**src/rtl/scan7_pkg.sv**
```systemverilog
// Shared types and constants for the multiplexed 7-segment scanner.
package scan7_pkg;

    // Scan controller states.
    typedef enum logic [1:0] {
        ST_IDLE = 2'd0,
        ST_SHOW = 2'd1,
        ST_GAP  = 2'd2
    } scan_state_t;

    // Special character codes (0..15 are hex digits).
    localparam logic [4:0] CODE_DASH  = 5'd16;
    localparam logic [4:0] CODE_BLANK = 5'd17;

    // Segment g alone, used for the dash character, {a,b,c,d,e,f,g}.
    localparam logic [6:0] GLYPH_DASH = 7'b000_0001;

    // Hex glyphs {a,b,c,d,e,f,g}; element k is the glyph for digit k.
    localparam logic [15:0][6:0] GLYPHS = {
        7'h47, 7'h4F, 7'h3D, 7'h4E,   // F E d C
        7'h1F, 7'h77, 7'h7B, 7'h7F,   // b A 9 8
        7'h70, 7'h5F, 7'h5B, 7'h33,   // 7 6 5 4
        7'h79, 7'h6D, 7'h30, 7'h7E    // 3 2 1 0
    };

endpackage

```
**src/rtl/scan_7seg_ctrl_seg7_decode.sv**
```systemverilog
// Combinational character decoder: {code, dp, blank} -> active-high {a..g,dp}.
module seg7_decode
    import scan7_pkg::*;
(
    input  logic [4:0] i_code,
    input  logic       i_dp,
    input  logic       i_blank,
    output logic [7:0] o_seg
);

    // Glyph lookup; a blanked digit drops both the glyph and the decimal point.
    always_comb begin
        o_seg = 8'h00;
        if (i_blank) begin
            o_seg = 8'h00;
        end else if (i_code < CODE_DASH) begin
            o_seg = {GLYPHS[i_code[3:0]], i_dp};
        end else if (i_code == CODE_DASH) begin
            o_seg = {GLYPH_DASH, i_dp};
        end else begin
            o_seg = {7'b000_0000, i_dp};
        end
    end

endmodule

```
**src/rtl/scan_7seg_ctrl.sv**
```systemverilog
// Time-multiplexed 7-segment display scanner with a writable digit bank,
// optional anti-ghosting gap, leading-zero suppression and output polarity.
module scan_7seg_ctrl
    import scan7_pkg::*;
#(
    parameter int NUM_DIGITS     = 4,
    parameter int REFRESH_DIV    = 50000,
    parameter int BLANK_CYCLES   = 0,
    parameter int SEG_ACTIVE_LOW = 0,
    parameter int AN_ACTIVE_LOW  = 1
) (
    input  logic                          clk,
    input  logic                          rst,
    input  logic                          en,
    input  logic                          wr_en,
    input  logic [$clog2(NUM_DIGITS)-1:0] wr_addr,
    input  logic [4:0]                    wr_data,
    input  logic                          wr_dp,
    input  logic                          lz_supp,
    output logic [7:0]                    seg,
    output logic [NUM_DIGITS-1:0]         an,
    output logic [$clog2(NUM_DIGITS)-1:0] digit_idx,
    output logic                          frame_tick
);

    localparam int AW       = $clog2(NUM_DIGITS);
    localparam int CW       = $clog2(REFRESH_DIV + 1);
    localparam int SHOW_LEN = REFRESH_DIV - BLANK_CYCLES;

    localparam logic [CW-1:0]         LP_CNT_LAST  = CW'(REFRESH_DIV - 1);
    localparam logic [CW-1:0]         LP_SHOW_LAST = CW'(SHOW_LEN - 1);
    localparam logic [AW-1:0]         LP_IDX_LAST  = AW'(NUM_DIGITS - 1);
    localparam logic [AW:0]           LP_ND        = (AW + 1)'(NUM_DIGITS);
    localparam logic                  LP_SEG_INV   = (SEG_ACTIVE_LOW != 0);
    localparam logic                  LP_AN_INV    = (AN_ACTIVE_LOW != 0);
    localparam logic [7:0]            LP_SEG_OFF   = {8{LP_SEG_INV}};
    localparam logic [NUM_DIGITS-1:0] LP_AN_OFF    = {NUM_DIGITS{LP_AN_INV}};

    logic [4:0]            r_code [NUM_DIGITS];
    logic                  r_dp   [NUM_DIGITS];
    scan_state_t           r_state;
    scan_state_t           w_state_next;
    logic [CW-1:0]         r_cnt;
    logic [CW-1:0]         w_cnt_next;
    logic [AW-1:0]         r_idx;
    logic [AW-1:0]         w_idx_next;
    logic                  w_entry;
    logic [NUM_DIGITS-1:0] w_lz_blank;
    logic [7:0]            w_dec;
    logic [7:0]            r_pipe;
    logic [7:0]            r_seg;
    logic [NUM_DIGITS-1:0] r_an;
    logic                  r_tick;

    // Digit register bank; out-of-range addresses are dropped, reset wins over writes.
    always_ff @(posedge clk) begin
        if (rst) begin
            for (int i = 0; i < NUM_DIGITS; i++) begin
                r_code[i] <= CODE_BLANK;
                r_dp[i]   <= 1'b0;
            end
        end else if (wr_en && ({1'b0, wr_addr} < LP_ND)) begin
            r_code[wr_addr] <= wr_data;
            r_dp[wr_addr]   <= wr_dp;
        end
    end

    // Leading-zero mask: digit i>0 is dark when it and every higher digit hold a bare zero.
    always_comb begin
        logic v_tail;
        w_lz_blank = '0;
        v_tail     = lz_supp;
        for (int i = NUM_DIGITS - 1; i >= 1; i--) begin
            v_tail        = v_tail & (r_code[i] == 5'd0) & ~r_dp[i];
            w_lz_blank[i] = v_tail;
        end
    end

    // Decode the digit that will be driven after the coming edge.
    seg7_decode u_decode (
        .i_code  (r_code[w_idx_next]),
        .i_dp    (r_dp[w_idx_next]),
        .i_blank (w_lz_blank[w_idx_next]),
        .o_seg   (w_dec)
    );

    // Next-state logic: slot timing, digit advance and the enable override.
    always_comb begin
        w_state_next = r_state;
        w_cnt_next   = r_cnt;
        w_idx_next   = r_idx;
        w_entry      = 1'b0;
        case (r_state)
            ST_IDLE: begin
                if (en) begin
                    w_state_next = ST_SHOW;
                    w_cnt_next   = '0;
                    w_idx_next   = '0;
                    w_entry      = 1'b1;
                end else begin
                    w_state_next = ST_IDLE;
                    w_cnt_next   = '0;
                    w_idx_next   = '0;
                end
            end
            ST_SHOW, ST_GAP: begin
                if (!en) begin
                    w_state_next = ST_IDLE;
                    w_cnt_next   = '0;
                    w_idx_next   = '0;
                end else if (r_cnt == LP_CNT_LAST) begin
                    w_state_next = ST_SHOW;
                    w_cnt_next   = '0;
                    w_idx_next   = (r_idx == LP_IDX_LAST) ? '0 : r_idx + 1'b1;
                    w_entry      = 1'b1;
                end else if ((r_state == ST_SHOW) && (r_cnt == LP_SHOW_LAST)) begin
                    w_state_next = ST_GAP;
                    w_cnt_next   = r_cnt + 1'b1;
                end else begin
                    w_state_next = r_state;
                    w_cnt_next   = r_cnt + 1'b1;
                end
            end
            default: begin
                w_state_next = ST_IDLE;
                w_cnt_next   = '0;
                w_idx_next   = '0;
            end
        endcase
    end

    // FSM state, slot counter and digit index registers.
    always_ff @(posedge clk) begin
        if (rst) begin
            r_state <= ST_IDLE;
            r_cnt   <= '0;
            r_idx   <= '0;
        end else begin
            r_state <= w_state_next;
            r_cnt   <= w_cnt_next;
            r_idx   <= w_idx_next;
        end
    end

    // Output registers; mid-slot seg follows the decode pipeline so writes land two edges later.
    always_ff @(posedge clk) begin
        if (rst) begin
            r_pipe <= 8'h00;
            r_seg  <= LP_SEG_OFF;
            r_an   <= LP_AN_OFF;
            r_tick <= 1'b0;
        end else begin
            r_pipe <= w_dec;
            r_tick <= w_entry & (w_idx_next == '0);
            if (w_state_next == ST_SHOW) begin
                r_an  <= (NUM_DIGITS'(1) << w_idx_next) ^ LP_AN_OFF;
                r_seg <= (w_entry ? w_dec : r_pipe) ^ LP_SEG_OFF;
            end else begin
                r_an  <= LP_AN_OFF;
                r_seg <= LP_SEG_OFF;
            end
        end
    end

    assign seg        = r_seg;
    assign an         = r_an;
    assign digit_idx  = r_idx;
    assign frame_tick = r_tick;

endmodule

```
**config.mk**
```make
export PLATFORM = sky130hd
export DESIGN_NAME = scan_7seg_ctrl
export DESIGN_NICKNAME = d
export VERILOG_FILES = /design/src/rtl/scan7_pkg.sv /design/src/rtl/scan_7seg_ctrl_seg7_decode.sv /design/src/rtl/scan_7seg_ctrl.sv
export SDC_FILE = /design/constraint.sdc
export NUM_CORES = 1
export LEC_CHECK = 0
export CAP_MARGIN = 10
export CORE_ASPECT_RATIO = 0.6
export CORE_UTILIZATION = 30
export DETAILED_ROUTE_END_ITERATION = 10
export SLEW_MARGIN = 5
export SYNTH_ARGS = -nofsm -noshare
export SYNTH_HDL_FRONTEND = slang
export SYNTH_SLANG_ARGS = --single-unit
```
**constraint.sdc**
```tcl
create_clock -name clk -period 8.2 [get_ports clk]
set_input_delay 0.82 -clock clk [delete_from_list [all_inputs] [get_ports clk]]
set_output_delay 0.82 -clock clk [all_outputs]
set_load 0.05 [all_outputs]
```
* Word level (Yosys, flattened, before mapping)
Memories as Yosys holds them, arrays and structs flattened.
Cells that the tools add are included.
** Storage, ports and cells
- Register bits :: 41
- Memory bits (writable) :: 24
- ROM bits :: 112
- Bits of input ports :: 13
- Output and inout port bits :: 15
- Word-level logic and storage cells :: 78
- Memories kept :: 3
** Memories
- (name not given) :: depth 16, width 7, rd ports 1, clocked after Yosys merged registers in 0, wr ports 0, RTL line scan_7seg_ctrl_seg7_decode.sv:17 : o_seg = {GLYPHS[i_code[3:0]], i_dp};
- r_code :: depth 4, width 5, rd ports 4, clocked after Yosys merged registers in 0, wr ports 4, RTL line scan_7seg_ctrl.sv:39 : logic [4:0] r_code [NUM_DIGITS];
- r_dp :: depth 4, width 1, rd ports 4, clocked after Yosys merged registers in 0, wr ports 4, RTL line scan_7seg_ctrl.sv:40 : logic r_dp [NUM_DIGITS];
** Operators by class
- Add/subtract/negate cells :: 2
- Magnitude comparators :: 3
- Equal/unequal tests :: 6
- Shift-type cells :: 1
- Muxes and demuxes :: 31
- Bitwise operators :: 14
- Reduce and logical (&&, ||, !) cells :: 11
** Operator list (number)
- 8-bit 2-to-1 mux :: 3
- 2-bit 2-to-1 mux :: 10
- 16-bit by 1-bit adder with 16-bit output, second input constant :: 1
- 16-bit == test, second input constant :: 1
- 5-bit logical NOT :: 3
- 1-bit 2-to-1 mux :: 13
- 1-bit bitwise AND :: 7
- 7-bit 2-to-1 mux :: 1
- 1-bit NOT :: 6
- 5-bit == test, second input constant :: 1
- 4-bit by 5-bit less-than comparator with 1-bit output, second input constant :: 1
- 5-bit less-than comparator, second input constant :: 1
- 5-bit 2-to-1 mux :: 1
- 5-bit OR reduction :: 1
- 2-bit by 1-bit == test with 1-bit output, second input constant :: 2
- 2-bit == test, second input constant :: 2
- 2-bit logical NOT :: 2
- 4-bit NOT :: 1
- 2-bit one-hot mux with 2 select lines :: 1
- 2-bit OR reduction :: 2
- 4-bit OR reduction :: 1
- 1-bit by 2-bit left shift with 4-bit output, first input constant :: 1
- 2-bit by 3-bit less-than comparator with 1-bit output, second input constant :: 1
- 2-bit by 1-bit adder with 2-bit output, second input constant :: 1
- 4 further kinds :: 4

* Logic depth before layout (Yosys ltp)
An unclocked memory read counts as a cell.
- Depth in word-level cells :: 12
- Mapped depth :: 16
- Depth with buffers taken out :: 14

* Cells and area by module
A second synthesis with hierarchy kept.
** Second synthesis, totals
- Cells, all modules :: 385
- Area total of the unflattened synthesis :: 3658.5 um^2
** By module, submodules not included
- scan_7seg_ctrl :: instances 1, cells an instance 343, area an instance 3357.0 um^2, seq. area each 1541.5 um^2
- seg7_decode :: instances 1, cells an instance 42, area an instance 301.5 um^2, seq. area each 0.0 um^2

* Least setup slack after synthesis
No wires, ideal clock.
- Kind :: register to register
- From :: register r_cnt[12]
- To :: register r_seg[6] (netlist: seg[6])
- Setup time :: 120 ps
- Data arrival time :: 3487 ps
- Required time :: 8080 ps
- Path slack :: 4593 ps
- Cell stages (with the launch flop) :: 14
- Buffers on the path :: 3
- Period minus slack after synthesis :: 3607 ps
- Cells stage by stage :: dfxtp_1 -> or4_1 -> buf_2 -> or4_4 -> buf_6 -> buf_6 -> or4_1 -> o21ai_0 -> a2bb2oi_2 -> inv_1 -> ha_1 -> or3_1 -> o21ai_1 -> o21ai_1
** On the way
- Cells in the longest elaborated chain, start to end :: 10
- Elaborated cells on any way between the ends :: 24
- Classes of those cells :: order compare: 1; eq/ne: 2; mux: 16; bitwise: 1; reduce/logical: 2; memory: 2
** RTL lines
- from (decl) :: RTL line scan_7seg_ctrl.sv:43 : logic [CW-1:0] r_cnt;
- from (signal assigned) :: RTL line scan_7seg_ctrl.sv:140 : r_cnt <= w_cnt_next;
- 16-bit == test * :: RTL line scan_7seg_ctrl.sv:111, scan_7seg_ctrl.sv:116
- 2-bit 2-to-1 mux :: RTL line scan_7seg_ctrl.sv:111 : end else if (r_cnt == LP_CNT_LAST) begin
- 2-bit 2-to-1 mux :: RTL line scan_7seg_ctrl.sv:107 : if (!en) begin
- 2-bit 2-to-1 mux
- memory 4 x 5 bit
- memory 16 x 7 bit
- 7-bit 2-to-1 mux (implied by the code) :: RTL line scan_7seg_ctrl_seg7_decode.sv:17
- 8-bit 2-to-1 mux :: RTL line scan_7seg_ctrl_seg7_decode.sv:16 : end else if (i_code < CODE_DASH) begin
- 8-bit 2-to-1 mux :: RTL line scan_7seg_ctrl_seg7_decode.sv:14 : if (i_blank) begin
- 8-bit 2-to-1 mux :: RTL line scan_7seg_ctrl.sv:157 : r_seg <= (w_entry ? w_dec : r_pipe) ^ LP_SEG_OFF;
- to (signal assigned) :: RTL line scan_7seg_ctrl.sv:157
- to (decl) :: RTL line scan_7seg_ctrl.sv:51 : logic [7:0] r_seg;
Every way passes the cells marked *; elsewhere a longest branch is shown, timed or not. The select of a mux whose other input is x is not followed.
A chain may end at the register's enable or synchronous reset.

* Worst setup path after layout
- From :: register r_cnt[12]
- To :: register r_seg[1] (netlist: seg[1])
** On the way
- Cells in the longest elaborated chain, start to end :: 10
- Elaborated cells on any way between the ends :: 26
- Classes of those cells :: order compare: 1; eq/ne: 3; mux: 17; bitwise: 1; reduce/logical: 2; memory: 2
** RTL lines (RTL line)
- 16-bit == test * :: scan_7seg_ctrl.sv:111, scan_7seg_ctrl.sv:116
- 2-bit 2-to-1 mux :: scan_7seg_ctrl.sv:111
- 2-bit 2-to-1 mux :: scan_7seg_ctrl.sv:107
- 2-bit 2-to-1 mux
- memory 4 x 5 bit
- memory 16 x 7 bit or 5-bit == test (tied branches)
- 7-bit 2-to-1 mux (implied by the code) or 2-bit 2-to-1 mux (tied branches) :: scan_7seg_ctrl_seg7_decode.sv:17, scan_7seg_ctrl_seg7_decode.sv:18
- 8-bit 2-to-1 mux :: scan_7seg_ctrl_seg7_decode.sv:16
- 8-bit 2-to-1 mux :: scan_7seg_ctrl_seg7_decode.sv:14
- 8-bit 2-to-1 mux :: scan_7seg_ctrl.sv:157
Marks and branches as above.

==> flow_summary.ini <==
[outcome]
status = finished clean

[sta]
tightest_slew_ns = 1.15
grt_setup_unrepaired = false
drv_slew = 0
clock_skew_ns = 0.00402
final_hold_viol_count = 0
finalSetupViolCount = 0
setup_ws_ns = 3.98
finalCritPeriodShare_pct = 51.4
max_freq_mhz = 237
relSlewSlack_pct = 22.5
fin_setup_tns_ns = 0
layout_min_cycle_time_ns = 4.22

[power]
p_sw_share_pct = 24.2
vdd_ir_drop_max_mv = 0.103
p_leak_nw = 1.41
total_power_w = 0.000796
p_seq_share_pct = 45.7
p_comb_share_pct = 10.0
power_frac_clock_pct = 44.3
power_density_mw_per_mm2 = 195
p_int_w = 0.000604
p_sw_w = 0.000192

[synthesis]
synthFlopType = dfxtp_1
ys_seq_elements = 65
syn_inst = 353
ys_seq_area_share_pct = 44.6
synthArstFlopShare_pct = 0
synth.most_common_cell = dfxtp_1
synth_area_leaders = dfxtp_1, edfxtp_1, nor2_1, and2_1, ha_1
synth-edff-count = 24
syn_nets = 376
yosys_warnings = 0
syn_area_per_cell_um2 = 9.79
synth_cell_types = 67
synth_top_area_cell = dfxtp_1
synth_top_area_share_pct = 23.7
syn-cell-area_mm2 = 0.00346
synth_common_cells = dfxtp_1, nor2_1, edfxtp_1

[critical_path]
worst-setup-path-type = reg2reg
cp-start-kind = register
reg2reg_slack_ns = 3.98
cp.arrival_ns = 4.45
crit_path_end_kind = register
cp.required_ns = 8.43
path_max_fanout = 7

[clock_tree]
cts_tree = built
htreeDepth = 3
cts_buffers = 9
cts_root_buf = clkbuf_16
cts_setup_buffers = 0
path_clk_slew_ns = 0.06
cts_sinks = 65
cts_hold_buf = 0
cts.path.max_buffers = 2
cts_resized = 0
clk_latency_ns = 0.33

[floorplanning]
die_y_um = 85.2
row_count = 29
start_util_pct = 31.8
coreArea_mm2 = 0.0109
die_w_um = 141
die_area_mm2 = 0.0120
io_pins = 28

[drt]
wl_um = 8250
wire_per_inst_um = 15.9
drt_iter0_drc = 163
antenna_left = 0
drc = 0
viasPerCell = 5.27
dr.pass1.iters = 4
vias = 2737

[global_route]
antenna_found_initial = 0
grt-ovfl-total = 0
grt_pass1_vias = 2580
grt_usage_pct = 14.8
grt_max_degree = 23
grt_pass1_wl_um = 13300

[cells_and_area]
fill_cells = 1083
syn2layout_area_growth_pct = 18.3
drive_gt1_share_pct = 11.6
n_antenna_cell = 0
utilization_pct = 37.6
fin_nets = 399

[flow_run]
max_cap_violations = 0

[place]
numPortBuffers = 27
place.gp.congestion = 0.873
place_hpwl_um = 6130
pre_cts_ws_ns = 3.91

[hold_path]
min_path_type = reg2reg
## area by class of cell
cell class / count / area [um2] / area share [%]
repair buffers: 28 / 278 / 6.79
clock inverters: 5 / 27.5 / 0.673
well taps: 139 / 174 / 4.25
clock buffers: 10 / 250 / 6.12
inverters: 10 / 37.5 / 0.918
flip-flops and latches: 65 / 1540 / 37.7
multi-input cells: 262 / 1780 / 43.6
## path summary, 6_finish.rpt
path,end,start,cells after the start
worst max-delay path,seg[1],r_cnt[12],12
worst min-delay path,seg[2],r_pipe[2],2
worst max register to register,seg[1],r_cnt[12],12
worst min register to register,seg[2],r_pipe[2],2
## kinds of logic after synthesis
group	synth area share, %
buf+inv	3.87
fa+ha+maj	3.62
simple gates	26.6
compound gates	15.9
flops	44.6
mux	2.93
xor+xnor	2.53
## cell usage in the layout, fill, tap and decap left out, drive strengths merged, types with 4 or more instances in the layout
| cell type | Yosys | layout |
|---|---|---|
| edfxtp | 24 | 24 |
| or2 | 7 | 7 |
| and3 | 4 | 4 |
| inv | 10 | 12 |
| xnor2 | 4 | 4 |
| o41ai | 4 | 4 |
| and2 | 20 | 20 |
| ha | 10 | 10 |
| o21ai | 17 | 17 |
| xor2 | 6 | 6 |
| dfxtp | 41 | 41 |
| nand3 | 19 | 19 |
| nor4 | 8 | 8 |
| clkbuf | 8 | 10 |
| or3 | 8 | 8 |
| nand2 | 21 | 21 |
| clkdlybuf4s50 | 0 | 27 |
| nand2b | 14 | 14 |
| mux2i | 4 | 4 |
| a21oi | 13 | 13 |
| nor2 | 37 | 37 |
| mux2 | 4 | 4 |
| nor3 | 14 | 14 |
| o32ai | 4 | 4 |
## power by group through the flow
stage          registers, W   logic, W  clock network, W
5_1_grt            0.000365  0.0000875          0.000376
4_1_cts            0.000363  0.0000802          0.000360
3_5_place_dp       0.000370  0.0000797                 0
3_3_place_gp       0.000369  0.0000784                 0
6_report           0.000364  0.0000797          0.000353
2_1_floorplan      0.000373  0.0000469                 0
## critical path, stage by stage, from the launching register on
cell       delay (ns)
dfxtp_1          0.34
or4_1            0.68
nor4_1           1.02
a21boi_0         0.39
o21ai_0          0.32
a2bb2oi_2        0.30
inv_1            0.14
ha_1             0.20
inv_1            0.10
a311o_1          0.14
o2111a_1         0.19
nor3_2           0.06
o31ai_1          0.24
## sequential cells by signal (all words and copies together) (netlist names)
name	cells
frame_tick	1
seg	8
r_dp	4
r_cnt	16
r_pipe	8
r_code	20
digit_idx	2
an	4
r_state	2
## routing by layer
metal,up-vias,share of wire [%],global-route usage [%],routed length (um)
li1,1337,-,-,-
met1,1285,51,21.9,4250
met2,108,39,19.5,3200
met3,7,8.6,4.97,713
met4,0,1.1,5.83,89
met5,-,0,0,0
## metrics by stage
stage	area, um2	hold WS, ns	instances
after floorplan	3460	0.407	353
final	4090	0.431	519
after CTS	4090	0.431	519
after global routing	4090	0.449	519
after global placement	3810	0.418	504
after detailed placement	3810	0.423	504
(Power assumes the default switching activity.)
